### config.mk
export PLATFORM = sky130hd
export DESIGN_NAME = fifo_ram_ctrl_flat
export DESIGN_NICKNAME = d
export VERILOG_FILES = /design/src/rtl/fifo_ram_ctrl_if.sv /design/src/rtl/fifo_ram_ctrl.sv /design/src/flat_wrapper.sv
export SDC_FILE = /design/constraint.sdc
export NUM_CORES = 1
export LEC_CHECK = 0
export BUFFER_PORTS_ARGS = -buffer_cell sky130_fd_sc_hd__buf_2
export CAP_MARGIN = 10
export CORE_AREA = 3 3 61 63
export DETAILED_ROUTE_END_ITERATION = 16
export DIE_AREA = 0 0 64 66
export HOLD_SLACK_MARGIN = 0.08
export PLACE_DENSITY_LB_ADDON = 0.08
export SLEW_MARGIN = 10
export SYNTH_ARGS = -nofsm -noshare
export SYNTH_HDL_FRONTEND = slang
export SYNTH_SLANG_ARGS = --single-unit
### constraint.sdc
create_clock -name clk -period 2.9 [get_ports clk]
set_input_delay 0 -clock clk [delete_from_list [all_inputs] [get_ports clk]]
set_output_delay 0 -clock clk [all_outputs]
set_load 0.005 [all_outputs]
### src/rtl/fifo_ram_ctrl_if.sv
// Producer/consumer side of fifo_ram_ctrl: push/pop requests, read data and status flags.
interface fifo_ram_ctrl_if #(
  parameter int DW = 8,
  parameter int AW = 6
);
  // Handshake: push/pop are one-cycle requests with no ready wait. A push is taken
  // only if full was low at the start of the cycle, a pop only if empty was low.
  // pop_valid is high exactly one cycle after an accepted pop, and pop_data is
  // meaningful only while pop_valid is high.
  logic          push;
  logic [DW-1:0] push_data;
  logic          pop;
  logic [DW-1:0] pop_data;
  logic          pop_valid;
  logic          full;
  logic          empty;
  logic          almost_full;
  logic [AW:0]   count;
  logic          overflow;
  logic          underflow;

  modport master (
    output push, push_data, pop,
    input  pop_data, pop_valid, full, empty, almost_full, count, overflow, underflow
  );

  modport slave (
    input  push, push_data, pop,
    output pop_data, pop_valid, full, empty, almost_full, count, overflow, underflow
  );
endinterface

### src/rtl/fifo_ram_ctrl.sv
// Single-clock FIFO controller for an external dual-port RAM: owns pointers,
// occupancy, flags and sticky error bits; the RAM itself lives one level up.
module fifo_ram_ctrl #(
  parameter int DW       = 8,
  parameter int AW       = 6,
  parameter int AFULL_TH = 56
) (
  input  logic                clk,
  input  logic                rst_n,
  fifo_ram_ctrl_if.slave      fif,
  output logic                ram_wr_en,
  output logic [AW-1:0]       ram_wr_addr,
  output logic [DW-1:0]       ram_data,
  output logic [AW-1:0]       ram_rd_addr,
  input  logic [DW-1:0]       ram_q
);
  localparam int          DEPTH_I = 1 << AW;
  localparam logic [AW:0] DEPTH   = DEPTH_I[AW:0];
  localparam logic [AW:0] AFULL   = AFULL_TH[AW:0];
  localparam logic [AW:0] CNT_ONE = {{AW{1'b0}}, 1'b1};
  localparam logic [AW-1:0] PTR_ONE = {{(AW-1){1'b0}}, 1'b1};

  logic [AW-1:0] wr_ptr;
  logic [AW-1:0] rd_ptr;
  logic [AW:0]   count_q;
  logic [AW:0]   count_nxt;
  logic          full_q;
  logic          empty_q;
  logic          afull_q;
  logic          pop_valid_q;
  logic          overflow_q;
  logic          underflow_q;
  logic          push_ok;
  logic          pop_ok;

  // Acceptance uses the registered flags only, so a push on full is refused even
  // when a pop frees a slot in the same cycle; this keeps RAM addresses apart.
  assign push_ok = fif.push & ~full_q;
  assign pop_ok  = fif.pop & ~empty_q;

  always_comb begin
    count_nxt = count_q;
    case ({push_ok, pop_ok})
      2'b10:   count_nxt = count_q + CNT_ONE;
      2'b01:   count_nxt = count_q - CNT_ONE;
      default: count_nxt = count_q;
    endcase
  end

  always_ff @(posedge clk or negedge rst_n) begin
    if (!rst_n) begin
      wr_ptr      <= '0;
      rd_ptr      <= '0;
      count_q     <= '0;
      full_q      <= 1'b0;
      empty_q     <= 1'b1;
      afull_q     <= 1'b0;
      pop_valid_q <= 1'b0;
      overflow_q  <= 1'b0;
      underflow_q <= 1'b0;
    end else begin
      if (push_ok) wr_ptr <= wr_ptr + PTR_ONE;
      if (pop_ok)  rd_ptr <= rd_ptr + PTR_ONE;
      count_q     <= count_nxt;
      full_q      <= (count_nxt == DEPTH);
      empty_q     <= (count_nxt == '0);
      afull_q     <= (count_nxt >= AFULL);
      pop_valid_q <= pop_ok;
      if (fif.push & full_q) overflow_q  <= 1'b1;
      if (fif.pop & empty_q) underflow_q <= 1'b1;
    end
  end

  assign ram_wr_en     = push_ok;
  assign ram_wr_addr   = wr_ptr;
  assign ram_data      = fif.push_data;
  assign ram_rd_addr   = rd_ptr;

  // The RAM registers its read data, so ram_q lines up with pop_valid.
  assign fif.pop_data    = ram_q;
  assign fif.pop_valid   = pop_valid_q;
  assign fif.full        = full_q;
  assign fif.empty       = empty_q;
  assign fif.almost_full = afull_q;
  assign fif.count       = count_q;
  assign fif.overflow    = overflow_q;
  assign fif.underflow   = underflow_q;
endmodule

### src/flat_wrapper.sv
// flat-port wrapper written by rule: the top's interface ports become plain ports
module fifo_ram_ctrl_flat 
#(
  parameter int DW       = 8,
  parameter int AW       = 6,
  parameter int AFULL_TH = 56
)
  (clk, rst_n, ram_wr_en, ram_wr_addr, ram_data, ram_rd_addr, ram_q, fif_push, fif_push_data, fif_pop, fif_pop_data, fif_pop_valid, fif_full, fif_empty, fif_almost_full, fif_count, fif_overflow, fif_underflow);
  fifo_ram_ctrl_if #(.DW(DW), .AW(AW)) fif_i ();
  input  logic clk;
  input  logic rst_n;
  output logic ram_wr_en;
  output logic [AW-1:0] ram_wr_addr;
  output logic [DW-1:0] ram_data;
  output logic [AW-1:0] ram_rd_addr;
  input  logic [DW-1:0] ram_q;
  input wire logic [$bits(fif_i.push)-1:0] fif_push;
  input wire logic [$bits(fif_i.push_data)-1:0] fif_push_data;
  input wire logic [$bits(fif_i.pop)-1:0] fif_pop;
  output wire logic [$bits(fif_i.pop_data)-1:0] fif_pop_data;
  output wire logic [$bits(fif_i.pop_valid)-1:0] fif_pop_valid;
  output wire logic [$bits(fif_i.full)-1:0] fif_full;
  output wire logic [$bits(fif_i.empty)-1:0] fif_empty;
  output wire logic [$bits(fif_i.almost_full)-1:0] fif_almost_full;
  output wire logic [$bits(fif_i.count)-1:0] fif_count;
  output wire logic [$bits(fif_i.overflow)-1:0] fif_overflow;
  output wire logic [$bits(fif_i.underflow)-1:0] fif_underflow;
  assign fif_i.push = fif_push;
  assign fif_i.push_data = fif_push_data;
  assign fif_i.pop = fif_pop;
  assign fif_pop_data = fif_i.pop_data;
  assign fif_pop_valid = fif_i.pop_valid;
  assign fif_full = fif_i.full;
  assign fif_empty = fif_i.empty;
  assign fif_almost_full = fif_i.almost_full;
  assign fif_count = fif_i.count;
  assign fif_overflow = fif_i.overflow;
  assign fif_underflow = fif_i.underflow;
  fifo_ram_ctrl #(.DW(DW), .AW(AW), .AFULL_TH(AFULL_TH)) u_core (.clk(clk), .rst_n(rst_n), .fif(fif_i), .ram_wr_en(ram_wr_en), .ram_wr_addr(ram_wr_addr), .ram_data(ram_data), .ram_rd_addr(ram_rd_addr), .ram_q(ram_q));
endmodule
==> results.yml, run 1 <==
final_layout:
  diodes: 0
  drive_above_1_share_pct: 25.97
  fin_cells: 227
  synthToLayoutAreaGrowth_pct: 17.84
  nNetsFinal: 206
  n_fill_cell: 317
sta:
  timing.slew.headroom_pct: 62.69
  layout_setup_ws_ns: 0.3015
  holdWs_ns: 0.2014
  drv_slew: 0
  finalHoldViolations: 0
  period_share_pct: 89.60
  worst_slew_pin_slew_ns: 0.5596
  max_freq_ghz: 0.3848
  rsz0062_at_grt: "no"
  tns_ns: 0
  setup_viol: 0
  layout_min_cycle_time_ns: 2.598
  finalClockSkew_ns: 0.005431
drt:
  drt_drc_violations_left: 0
  ant_nets: 0
  via_per_inst: 5.260
  drt-total-wl_um: 3337
  avgRoutedWirePerCell_um: 14.70
  vias: 1194
  initialDrtViolationCount: 45
  dr.pass1.iters: 4
floorplan:
  dieArea_um2: 4224
  dieWidth_um: 64
  ios: 62
  die_y_um: 66
  start_util_pct: 45.90
  core_area_um2: 3284
  placementRows: 21
logic_synthesis:
  yosysWarningCount: 0
  yosysSeqAreaShare_pct: 41.58
  synth_area_um2: 1508
  synth_enable_flop_cells: 0
  yosysUniqueCellTypes: 44
  syn_nets: 175
  avgSynthCellArea_um2: 9.985
  ys_ff_latch: 25
  synth.area.top_cells: "dfrtp_1 40%, buf_4 8.5%, xnor2_1 7.0%, ha_1 3.3%, nand2_1 3.2%"
  synthFlopType: "dfrtp_1"
  async_reset_ff_share_pct: 100.0
  syn_inst: 151
  synth.top_cell.area_share_pct: 39.83
  synth_top_cell_by_area: "dfrtp_1"
clock_network:
  clkLatencyLatePin_ns: 0.30
  cts_buffer_depth: 2
  root_buffer: "clkbuf_4"
  tritoncts: "done"
  cts_setup_buffers: 0
  cts.sinks: 25
  cts_buffers: 3
  h-tree-depth: 1
  cts.clk_slew.worst_paths_ns: 0.13
grt:
  grt_pass1_vias: 1149
  grt_max_degree: 26
  gr-total-overflow: 0
  grt_pass1_wl_um: 5306
  antenna_found_initial: 0
  grt_usage_pct: 16.01
critical_path:
  cp_max_fo: 10
  cp.arrival_ns: 2.83
  cp.required_ns: 3.13
  critPathCaptureType: "register"
  crit_type: "register to register"
  startpoint_type: "register"
  regToRegSetupSlack_ns: 0.30
worst_hold_path:
  hold_class: "input pin to async pin"
power_and_ir_drop:
  p_per_area_nw_per_um2: 943.2
  vdd_drop_max_v: 0.0004217
  power.leakage_nw: 0.8208
flow_run:
  cap_violations: 0
place:
  gp_congestion: 0.8212
  place_hpwl_um: 2331
  pre_cts_ws_ns: 0.2615
  dp_cells: 204
  numPortBuffers: 29
status:
  status: "finished clean"
## final cells by class
cell class                 instances  area (um2)  area share [%]
timing repair buffer              50       350.3           19.72
tap                               46       57.56           3.239
multi-input combinational         93       676.9           38.10
sequential                        25       626.9           35.28
inverter                           9       38.79           2.183
clock buffer                       4       26.28           1.479
## synthesized netlist by cell type (2+ instances only)
master    instances
a21o_1            2
a21oi_1           4
a31o_1            2
a31oi_1           2
buf_2             5
buf_4            17
dfrtp_1          24
ha_1              4
inv_1             7
inv_4             2
nand2_1          13
nand2b_1          4
nand3_1           3
nand4_1           3
nor2_1            8
nor3_1            4
o211ai_1          2
o21ai_1           2
o22ai_1           2
xnor2_1          12
xnor2_2           2
xor2_1            5
## path summary, 6_finish.rpt
check                                                   from                           endpoint  depth (start not counted)
max                               u_core.fif.empty$_DFF_PN1_          u_core.fif.full$_DFF_PN0_                         11
min                                                    rst_n  u_core.ram_wr_addr[3]$_DFFE_PN0P_                          2
max reg2reg                       u_core.fif.empty$_DFF_PN1_          u_core.fif.full$_DFF_PN0_                         11
min reg2reg                u_core.ram_wr_addr[5]$_DFFE_PN0P_  u_core.ram_wr_addr[5]$_DFFE_PN0P_                          1
max in group asynchronous                              rst_n         u_core.fif.empty$_DFF_PN1_                          2
min in group clk                                    fif_push    u_core.fif.overflow$_DFFE_PN0P_                          3
## sequential cells by signal, indices dropped and copies added, names as in the netlist
signal	cells
u_core.fif.count	7
u_core.fif.empty	1
u_core.fif.overflow	1
u_core.fif.almost_full	1
u_core.fif.full	1
u_core.fif.pop_valid	1
u_core.fif.underflow	1
u_core.ram_rd_addr	6
u_core.ram_wr_addr	6
## per-layer routing
layer	GRT usage [%]	part of all wire (%)	wire length [um]
met5	0	0	0
met3	2.721	5.5	183
met1	18.70	40	1349
met4	6.199	0.54	18
met2	29.03	54	1786
## per-stage QoR
step                      power, mW  utilization, %  area, um2
after detailed placement      1.517           47.43       1558
after global routing          1.832           54.10       1777
after global placement        1.509           47.43       1558
after floorplan               1.270               -       1508
final                         1.676           54.10       1777
after CTS                     1.697           54.02       1774
## repair_timing
action | CTS | global route
endpoints found under the setup margin | 0 | 1
hold buffers | 19 | 0
hold endpoints to repair | 44 | 0
gates resized for setup | 0 | 1
## cell usage in the layout, fill, tap and decap left out, types with 2 or more instances in the layout
cell / instances
buf_2: 29
dfrtp_1: 24
dlygate4sd3_1: 19
nand2_1: 13
xnor2_1: 12
nor2_1: 8
inv_1: 7
xor2_1: 5
nand2b_1: 4
a21oi_1: 4
nor3_1: 4
nand3_1: 3
nand4_1: 3
ha_1: 3
clkbuf_4: 3
inv_4: 2
o21ai_1: 2
a31oi_1: 2
o22ai_1: 2
o211ai_1: 2
xnor2_2: 2
a31o_1: 2
a21o_1: 2
buf_4: 2
## worst max-delay path: stages, from the launching register on
cell	delay (ns)
dfstp_2	0.56
nand2b_1	0.17
inv_4	0.09
nand2_2	0.15
xnor2_1	0.14
ha_2	0.26
nand2b_1	0.09
nor4_1	0.26
a311o_1	0.24
nand4_2	0.13
xnor2_2	0.22
nor3b_1	0.22
## power breakdown
part | internal [mW] | switching, mW | leakage (nW)
clock network | 0.0536 | 0.0929 | 0.0150
registers | 0.508 | 0.226 | 0.301
logic | 0.412 | 0.384 | 0.505
## logic make-up after synthesis
family                     Yosys count  synth area share, %
buffers and inverters               33                13.69
and+or+nand+nor                     42                14.36
adders and majority gates            4                3.320
AOI/OAI and AO/OA                   26                13.61
DFF                                 25                41.58
muxes                                2                1.411
xor gates and xnor gates            19                12.03
No activity file was read; power rests on OpenSTA's default activity.
==> run 2, diff against run 1 <==
- REMOVE_ABC_BUFFERS: default -> 1
==> run 2 against run 1 <==
  * Routed wire length grew 14%
  * Core utilization is essentially flat
  * Register-to-register slack lost 0.02 ns
  * Worst setup slack lost 0.018 ns
  * First-iteration DRC count shrank 13%
  * Clock skew grew 0.0020 ns
  * Die area is the same
  * Design area is essentially flat
  * Largest cell class unchanged
  * Largest power group unchanged
  * Fmax shrank 0.69%
==> results.yml, run 2 (synthesis results as in run 1) <==
drt:
  dr.pass1.iters: 4
  via_per_inst: 5.185
  vias: 1177
  ant_nets: 0
  avgRoutedWirePerCell_um: 16.71
  drt-total-wl_um: 3793
  drt_drc_violations_left: 0
  initialDrtViolationCount: 39
clock_network:
  clkLatencyLatePin_ns: 0.33
  cts_buffers: 3
  cts.sinks: 25
  tritoncts: "done"
  h-tree-depth: 1
  cts.clk_slew.worst_paths_ns: 0.14
  root_buffer: "clkbuf_4"
  cts_buffer_depth: 2
final_layout:
  stdcell_area_um2: 1778
  fin_cells: 227
  drive_above_1_share_pct: 26.52
  layout_commonest_cell: "buf_2"
  largest_reg_flops: 7
  diodes: 0
  synthToLayoutAreaGrowth_pct: 17.93
  nNetsFinal: 206
  layout_common_cells: "29 x buf_2, 24 x dfrtp_1, 19 x dlygate4sd3_1, 13 x nand2_1, 12 x xnor2_1"
grt:
  grt_max_degree: 26
  grt_pass1_wl_um: 6306
  grt_usage_pct: 19.60
  antenna_found_initial: 0
  gr-total-overflow: 0
  grt_pass1_vias: 1264
sta:
  period_share_pct: 90.22
  max_freq_ghz: 0.3822
  drv_slew: 0
  timing.slew.headroom_pct: 62.91
  setup_viol: 0
  finalHoldViolations: 0
  worst_slew_pin_slew_ns: 0.5564
  rsz0062_at_grt: "no"
  finalClockSkew_ns: 0.007424
  tns_ns: 0
  layout_min_cycle_time_ns: 2.616
place:
  numPortBuffers: 29
  dp_cells: 204
  gp_congestion: 0.8515
  place_hpwl_um: 2421
  dpl-instance-area_um2: 1558
floorplan:
  ios: 62
  core_area_um2: 3284
  start_util_pct: 45.90
  placementRows: 21
  die_y_um: 66
  dieArea_um2: 4224
  dieWidth_um: 64
critical_path:
  cp.required_ns: 3.16
  cp.arrival_ns: 2.87
  cp_max_fo: 9
  critical_path.n_buffers_inverters: 2
  crit_type: "register to register"
  slowest_stage: "dfstp_2"
  crit_path_cell_trace: "nand2b_1 > buf_4 > inv_1 > ha_1 > nand2b_1 > nor4_1 > a311o_1 > nand4_2 > xnor2_2 > nor3b_1"
  cp_top_family: "simple AND/OR/NAND/NOR gates"
  max_stage_delay_ns: 0.56
  startpoint_type: "register"
  critPathCaptureType: "register"
  path_common_cell: "nand2b_1"
worst_hold_path:
  hold_class: "input pin to async pin"
power_and_ir_drop:
  p_per_area_nw_per_um2: 958.5
  power.leakage_nw: 0.8235
  vdd_drop_max_v: 0.0004906
  p_total_mw: 1.704
flow_run:
  cap_violations: 0
status:
  status: "finished clean"
run 2: changes by cell type in the layout (fill, tap and decap cells not counted), sizes merged:
cell    previous run  this run
clkbuf             4         3
clkinv             0         1
run 2: repair_timing:
| item | in CTS | in global routing |
|---|---|---|
| resized for setup | 0 | 1 |
| buffers inserted | 0 | 0 |
| setup endpoints to repair | 0 | 1 |
| endpoints found under the hold margin | 44 | 0 |
| hold buffers | 19 | 0 |
run 2: final cells by class:
cell class	instances	area [um2]
clock buffer	3	22.52
clock inverter	1	5.005
fill	311	1506
inverter	9	38.79
multi-input combinational	93	676.9
sequential	25	626.9
tap	46	57.56
timing repair buffer	50	350.3
run 2: final timing paths:
kind | start | endpoint | slack (ns) | cells after the start
worst max-delay path | u_core.fif.empty$_DFF_PN1_ | u_core.fif.full$_DFF_PN0_ | 0.28 | 10
worst min-delay path | rst_n | u_core.ram_wr_addr[4]$_DFFE_PN0P_ | 0.17 | 2
min in group clk | fif_push | u_core.fif.overflow$_DFFE_PN0P_ | 0.42 | 3
worst min register to register | u_core.ram_rd_addr[5]$_DFFE_PN0P_ | u_core.ram_rd_addr[5]$_DFFE_PN0P_ | 0.47 | 1
max in group asynchronous | rst_n | u_core.fif.empty$_DFF_PN1_ | 2.36 | 2
worst max register to register | u_core.fif.empty$_DFF_PN1_ | u_core.fif.full$_DFF_PN0_ | 0.28 | 10
run 2: per-layer routing:
metal	track usage [%]	wire length (um)	vias up
met4	10.24	123	0
met5	0	0	-
met3	2.721	153	11
li1	-	-	565
met1	24.97	1626	569
met2	32.26	1890	32
run 2: stage by stage:
step | utilization [%] | hold slack, ns | setup slack, ns
floorplan | - | -0.2956 | 0.2973
global placement | 47.43 | 0.00006081 | 0.3037
detailed placement | 47.43 | 0.00006081 | 0.3053
CTS | 54.06 | 0.1955 | 0.2634
global route | 54.13 | 0.2038 | 0.002825
finish | 54.13 | 0.1748 | 0.2836
run 2: power breakdown:
group	internal, mW	switching, mW	total, mW
combinational	0.414	0.395	0.809
sequential	0.508	0.228	0.736
clock	0.0518	0.107	0.159
total	0.974	0.730	1.70
